$ cat config.mk
export PLATFORM = sky130hd
export DESIGN_NAME = shift_operand_stage
export DESIGN_NICKNAME = d
export VERILOG_FILES = /design/src/rtl/shift_operand_stage.sv
export SDC_FILE = /design/constraint.sdc
export NUM_CORES = 1
export LEC_CHECK = 0
export ABC_AREA = 0
export BUFFER_PORTS_ARGS = -buffer_cell sky130_fd_sc_hd__buf_2
export CAP_MARGIN = 10
export CORE_MARGIN = 5
export CORE_UTILIZATION = 43
export CTS_BUF_LIST = sky130_fd_sc_hd__clkbuf_2
export DETAILED_ROUTE_END_ITERATION = 7
export GPL_TIMING_DRIVEN = 0
export PLACE_DENSITY = 0.88
export SLEW_MARGIN = 20
export SYNTH_ARGS = -nofsm -noshare
export SYNTH_HDL_FRONTEND = slang
export SYNTH_SLANG_ARGS = --single-unit
$ cat constraint.sdc
create_clock -name clk -period 5.3 [get_ports clk]
set_input_delay 1.06 -clock clk [delete_from_list [all_inputs] [get_ports clk]]
set_output_delay 1.06 -clock clk [all_outputs]
set_load 0.05 [all_outputs]
$ cat src/rtl/shift_operand_stage.sv
// ID/EX register for the barrel-shifter path: forwards the shift operand and the
// register count, registers operand/count/op/dest, and detects load-use hazards.
module shift_operand_stage #(
  parameter int N = 16,
  parameter int C = 4,
  parameter int R = 3
) (
  input  logic         clk,
  input  logic         rst,
  input  logic         stall,
  input  logic         flush,
  input  logic         id_valid,
  input  logic [R-1:0] id_src1,
  input  logic [R-1:0] id_src2,
  input  logic [R-1:0] id_dest,
  input  logic         id_reg_write,
  input  logic         id_mem_read,
  input  logic         id_use_imm,
  input  logic         id_shift_op,
  input  logic [N-1:0] id_rd1,
  input  logic [N-1:0] id_rd2,
  input  logic [N-1:0] id_imm,
  input  logic         exm_reg_write,
  input  logic [R-1:0] exm_dest,
  input  logic [N-1:0] exm_data,
  input  logic         mwb_reg_write,
  input  logic [R-1:0] mwb_dest,
  input  logic [N-1:0] mwb_data,
  output logic         ex_valid,
  output logic [N-1:0] ex_shift_in,
  output logic [C-1:0] ex_shift_cnt,
  output logic         ex_shift_op,
  output logic [R-1:0] ex_dest,
  output logic         ex_reg_write,
  output logic         ex_mem_read,
  output logic         load_use_stall
);

  logic [N-1:0] src1Val;
  logic [N-1:0] src2Val;
  logic [C-1:0] countNext;
  logic         src1Hazard;
  logic         src2Hazard;

  // EX/MEM is the younger producer, so it wins over MEM/WB; r0 is not special.
  function automatic logic [N-1:0] forwardSource(input logic [R-1:0] src,
                                                 input logic [N-1:0] rd);
    logic [N-1:0] val;
    val = rd;
    if (exm_reg_write && (exm_dest == src))
      val = exm_data;
    else if (mwb_reg_write && (mwb_dest == src))
      val = mwb_data;
    return val;
  endfunction

  always_comb begin
    src1Val   = forwardSource(id_src1, id_rd1);
    src2Val   = forwardSource(id_src2, id_rd2);
    countNext = id_use_imm ? id_imm[C-1:0] : src2Val[C-1:0];
  end

  // The loaded value is not available for forwarding until it reaches MEM/WB.
  always_comb begin
    src1Hazard     = (ex_dest == id_src1);
    src2Hazard     = ~id_use_imm & (ex_dest == id_src2);
    load_use_stall = id_valid & ex_valid & ex_mem_read & ex_reg_write &
                     (src1Hazard | src2Hazard);
  end

  always_ff @(posedge clk) begin
    if (rst) begin
      ex_valid     <= 1'b0;
      ex_shift_in  <= '0;
      ex_shift_cnt <= '0;
      ex_shift_op  <= 1'b0;
      ex_dest      <= '0;
      ex_reg_write <= 1'b0;
      ex_mem_read  <= 1'b0;
    end else if (stall) begin
      ex_valid     <= ex_valid;
      ex_shift_in  <= ex_shift_in;
      ex_shift_cnt <= ex_shift_cnt;
      ex_shift_op  <= ex_shift_op;
      ex_dest      <= ex_dest;
      ex_reg_write <= ex_reg_write;
      ex_mem_read  <= ex_mem_read;
    end else if (flush || load_use_stall) begin
      ex_valid     <= 1'b0;
      ex_shift_in  <= '0;
      ex_shift_cnt <= '0;
      ex_shift_op  <= 1'b0;
      ex_dest      <= '0;
      ex_reg_write <= 1'b0;
      ex_mem_read  <= 1'b0;
    end else begin
      ex_valid     <= id_valid;
      ex_shift_in  <= src1Val;
      ex_shift_cnt <= countNext;
      ex_shift_op  <= id_shift_op;
      ex_dest      <= id_dest;
      ex_reg_write <= id_reg_write & id_valid;
      ex_mem_read  <= id_mem_read & id_valid;
    end
  end

endmodule

## Yosys cells after proc, flatten, opt, wreduce, memory -nomap -nowiden

Cells that the tools add are included.

| cells by class | value |
|---|---|
| equal/unequal tests | 6 |
| mux-type cells | 12 |
| bitwise operators | 9 |
| reduce and logical (&&, ||, !) cells | 5 |

Operators with widths:

| operator | number |
|---|---|
| $mux W16 | 3 |
| $eq A3 B3 Y1 | 6 |
| $mux W4 | 4 |
| $and A1 B1 Y1 | 7 |
| $logic_and A1 B1 Y1 | 4 |
| $mux W1 | 4 |
| $mux W3 | 1 |
| $logic_or A1 B1 Y1 | 1 |
| $not A1 Y1 | 1 |
| $or A1 B1 Y1 | 1 |

| word-level totals | value |
|---|---|
| bits in registers | 27 |
| input bits | 106 |
| output and inout port bits | 28 |
| logic and storage cells | 39 |

## Depth between registers and ports, before layout

| depth | value |
|---|---|
| depth after elaboration | 6 |
| gate-level depth with buffers | 6 |
| gate-level depth less buffers | 5 |

## Least setup slack after synthesis

Ideal clock, no wire load.

| path | value |
|---|---|
| kind | in2out |
| start point | input port id_src2[2] |
| end point | output port load_use_stall |
| arrival | 2.532 ns |
| data required time | 4.240 ns |
| path slack | 1.708 ns |
| stages on the path | 3 |
| path buffers | 0 |
| path through | xor2_1 or4_4 a21oi_1 |

| on the way | value |
|---|---|
| word-level cells in the longest chain between the ends | 4 |

Ends and longest elaborated chain:

| item | RTL line | text |
|---|---|---|
| start, declared | 14 | `input logic [R-1:0] id_src2,` |
| $eq A3 B3 Y1 | 66 | `src2Hazard = ~id_use_imm & (ex_dest == id_src2);` |
| $and A1 B1 Y1 | 66 |  |
| $or A1 B1 Y1 | 68 | `(src1Hazard \| src2Hazard);` |
| $and A1 B1 Y1 | 67 | `load_use_stall = id_valid & ex_valid & ex_mem_read & ex_reg_write &` |
| end, declared | 36 | `output logic load_use_stall` |

No other way between the ends.

## Worst setup path after layout

Same ends and word-level chain as after synthesis.

==> summary.md <==
| Metric | Value |
|---|---|
| Status | `finished clean` |
| Synth area leader | `dfxtp_1` |
| PwrDens | `200 nW/um^2` |
| DRC | `0` |
| WL/cell | `14.9 um` |
| Clk_lat worst skew | `360 ps` |
| Switching share of power | `33.9%` |
| Clk buf depth | `2` |
| Final non-filler cell area | `2210 um^2` |
| Worst vdd ir | `0.134 mV` |
| Area Growth Syn to Fin | `38.6%` |
| Hold Violations, Final | `0` |
| DRT iter0 DRCs | `42` |
| Combinational share of power | `32.8%` |
| DIE AREA | `5030 um^2` |
| CTS resizes | `0` |
| CTS tree | `done` |
| Adder-Cell Fraction of Synth Area | `0%` |
| Most frequent cell after synthesis | `dfxtp_1` |
| Antenna diode count | `0` |
| Post-synthesis compound-gate area fraction | `22.9%` |
| Setup crit end kind | `output port` |
| Final wirelength | `4950 um` |
| Hold Buf Count CTS | `0` |
| Switching power | `0.150 mW` |
| Die W | `70.9 um` |
| Min Tclk post-route | `3380 ps` |
| H-Tree Depth | `1` |
| Syn nets | `278` |
| Yosys cell types | `28` |
| Std cell rows | `22` |
| Post-synth ARST share | `0%` |
| Vias in the first global route | `1839` |
| Yosys reg bits | `27` |
| Setup TNS | `0 ps` |
| Reg-to-reg startpoint | `ex_dest[2]` |
| Post-synth EDFFs | `0` |
| Total number of vias | `1744` |
| GRT overflow | `0` |
| Fin. max-slew vios | `0` |
| Crit-path max FO | `3` |
| Crit path launch | `id_src2[2]` |
| Remaining antenna violation count | `0` |
| Number of synthesis warnings | `0` |
| 1st-pass router iterations | `4` |
| Placed Area | `2190 um^2` |
| Unrepaired setup endpoints after global routing | `false` |
| Setup Viol. Count Final | `0` |
| Leakage power | `1.18 nW` |
| Post-synthesis sequential area ratio | `33.9%` |
| Min-delay src | `ex_shift_cnt[1]` |
| Initial antenna violation count | `0` |
| Syn Inst Count | `172` |
| Max_slew headroom | `65.0%` |
| Seq pwr share | `49.3%` |
| Arrival time of the worst setup path | `2320 ps` |
| Clock skew | `15.3 ps` |
| CP Class | `in2out` |
| Post-DR vias/cell | `5.27` |
| Largest net degree at the start of global routing | `16` |
| Post-synthesis xor/xnor area fraction | `9.87%` |
| Post-CTS Setup Bufs | `0` |
| Top post-synthesis cells by area | `dfxtp_1 34%, mux2i_1 10%, a21oi_1 6.6%` |
| Post-synthesis mux area share | `10.0%` |
| Clock power frac | `17.9%` |
| Largest family of logic cells by synthesized area | `compound AO/OA/AOI/OAI gates` |
| Tightest Pin Transition | `524 ps` |
| Die Y | `70.9 um` |
| DP Wirelength | `4070 um` |
| Initial Utilization | `43.9%` |
| Final core occ | `60.9%` |
| Max Cap Violations | `0` |
| Tot GR Track Use | `19.2%` |
| Mapped cell area | `1600 um^2` |
| Post-Synth Simple-Gate Area | `18.3%` |
| PortBufs | `107` |
| Crit path required time | `4240 ps` |
| P_int | `0.293 mW` |
| Min-delay worst type | `reg2reg` |
| Critical path startpoint category | `primary input` |
| Top cell type's share of synthesized area | `33.9%` |
| Share of cells above drive strength 1 | `44.2%` |
| Core footprint | `3630 um^2` |
| CTS Sinks | `27` |
| Max frequency | `296 MHz` |
| GPL Wtd Cong | `0.834` |
| Nets | `390` |
| Clock root buffer | `clkbuf_2` |
| Clock input transition at the sequential cells of the worst setup and hold paths | `270 ps` |
| Period utilisation layout | `63.8%` |
| Most used flip-flop cell after synthesis | `dfxtp_1` |
| First-pass GRT wire length | `7890 um` |
| Syn avg cell area | `9.28 um^2` |
| Most common library cells after synthesis | `27 x dfxtp_1, 24 x nor2_1, 21 x a21oi_1` |
| Total I/O pin count | `134` |
| Total CTS buffers | `3` |
| Fill cell count | `379` |
-- logic make-up (layout without fill, tap and decap cells) --
kind of cell	Yosys count	after routing
AO/OA/AOI/OAI	49	49
XOR/XNOR	18	18
buffers and inverters	12	123
flip-flops	27	27
multiplexers	16	16
AND/OR/NAND/NOR	50	50
-- flip-flops by register name, summed over array words and instances (netlist names) --
signal and flops:
ex_valid 1, ex_mem_read 1, ex_shift_in 16, ex_shift_cnt 4, ex_dest 3, ex_shift_op 1, ex_reg_write 1
-- cells in the final DEF (no fill, tap or decap), types with 4 or more instances in the layout --
cell	instances
nor3b_1	4
xnor2_1	12
a22o_2	6
mux2i_1	16
nor2_1	24
a32o_1	4
a22oi_1	5
a22o_1	10
clkbuf_1	6
or2b_1	4
buf_2	108
nand3b_1	8
a21oi_1	21
dfxtp_1	27
xor2_1	6
-- worst max-delay path: stages --
cell	delay, ps
buf_2	140
xor2_1	150
or4_4	530
a21oi_1	160
buf_2	290
-- layout make-up --
cell class	instances	area, um^2	area share [%]
clock buffer	3	15.0	0.679
buffer	12	80.1	3.62
clock inverter	1	5.00	0.226
timing repair buffer	107	536	24.2
sequential	27	541	24.4
multi-input combinational	133	976	44.1
tap	48	60.1	2.71
-- power groups by stage --
| stage | Combinational, mW | Clock, mW | Sequential, mW |
|---|---|---|---|
| 2_1_floorplan | 0.0583 | 0 | 0.254 |
| 3_3_place_gp | 0.142 | 0 | 0.222 |
| 3_5_place_dp | 0.146 | 0 | 0.222 |
| 4_1_cts | 0.147 | 0.0816 | 0.218 |
| 5_1_grt | 0.158 | 0.0891 | 0.220 |
| 6_report | 0.145 | 0.0790 | 0.218 |
-- through the flow --
step / setup slack (ps) / total power, mW / hold slack [ps] / std cells
2_1_floorplan: 1710 / 0.312 / 770 / 172
3_3_place_gp: 1960 / 0.364 / 445 / 327
3_5_place_dp: 1920 / 0.368 / 455 / 327
4_1_cts: 1920 / 0.446 / 509 / 331
5_1_grt: 1870 / 0.467 / 541 / 331
6_report: 1920 / 0.443 / 505 / 331
-- routing by layer --
layer  share of wire (%)  up-vias  GRT usage (%)
met4                 1.8        0           6.26
met1                  39      820           20.4
met3                 7.5       10           5.40
li1                    -      855              -
met5                   0        -              0
met2                  52       59           35.9
-- worst paths after layout --
kind	end	slack [ps]	cells past startpoint
min reg2reg	ex_shift_cnt[1]	500	1
max reg2reg	ex_shift_in[6]	3310	6
max	load_use_stall	1920	5
min	ex_shift_cnt[1]	500	1
(Power assumes the default switching activity.)
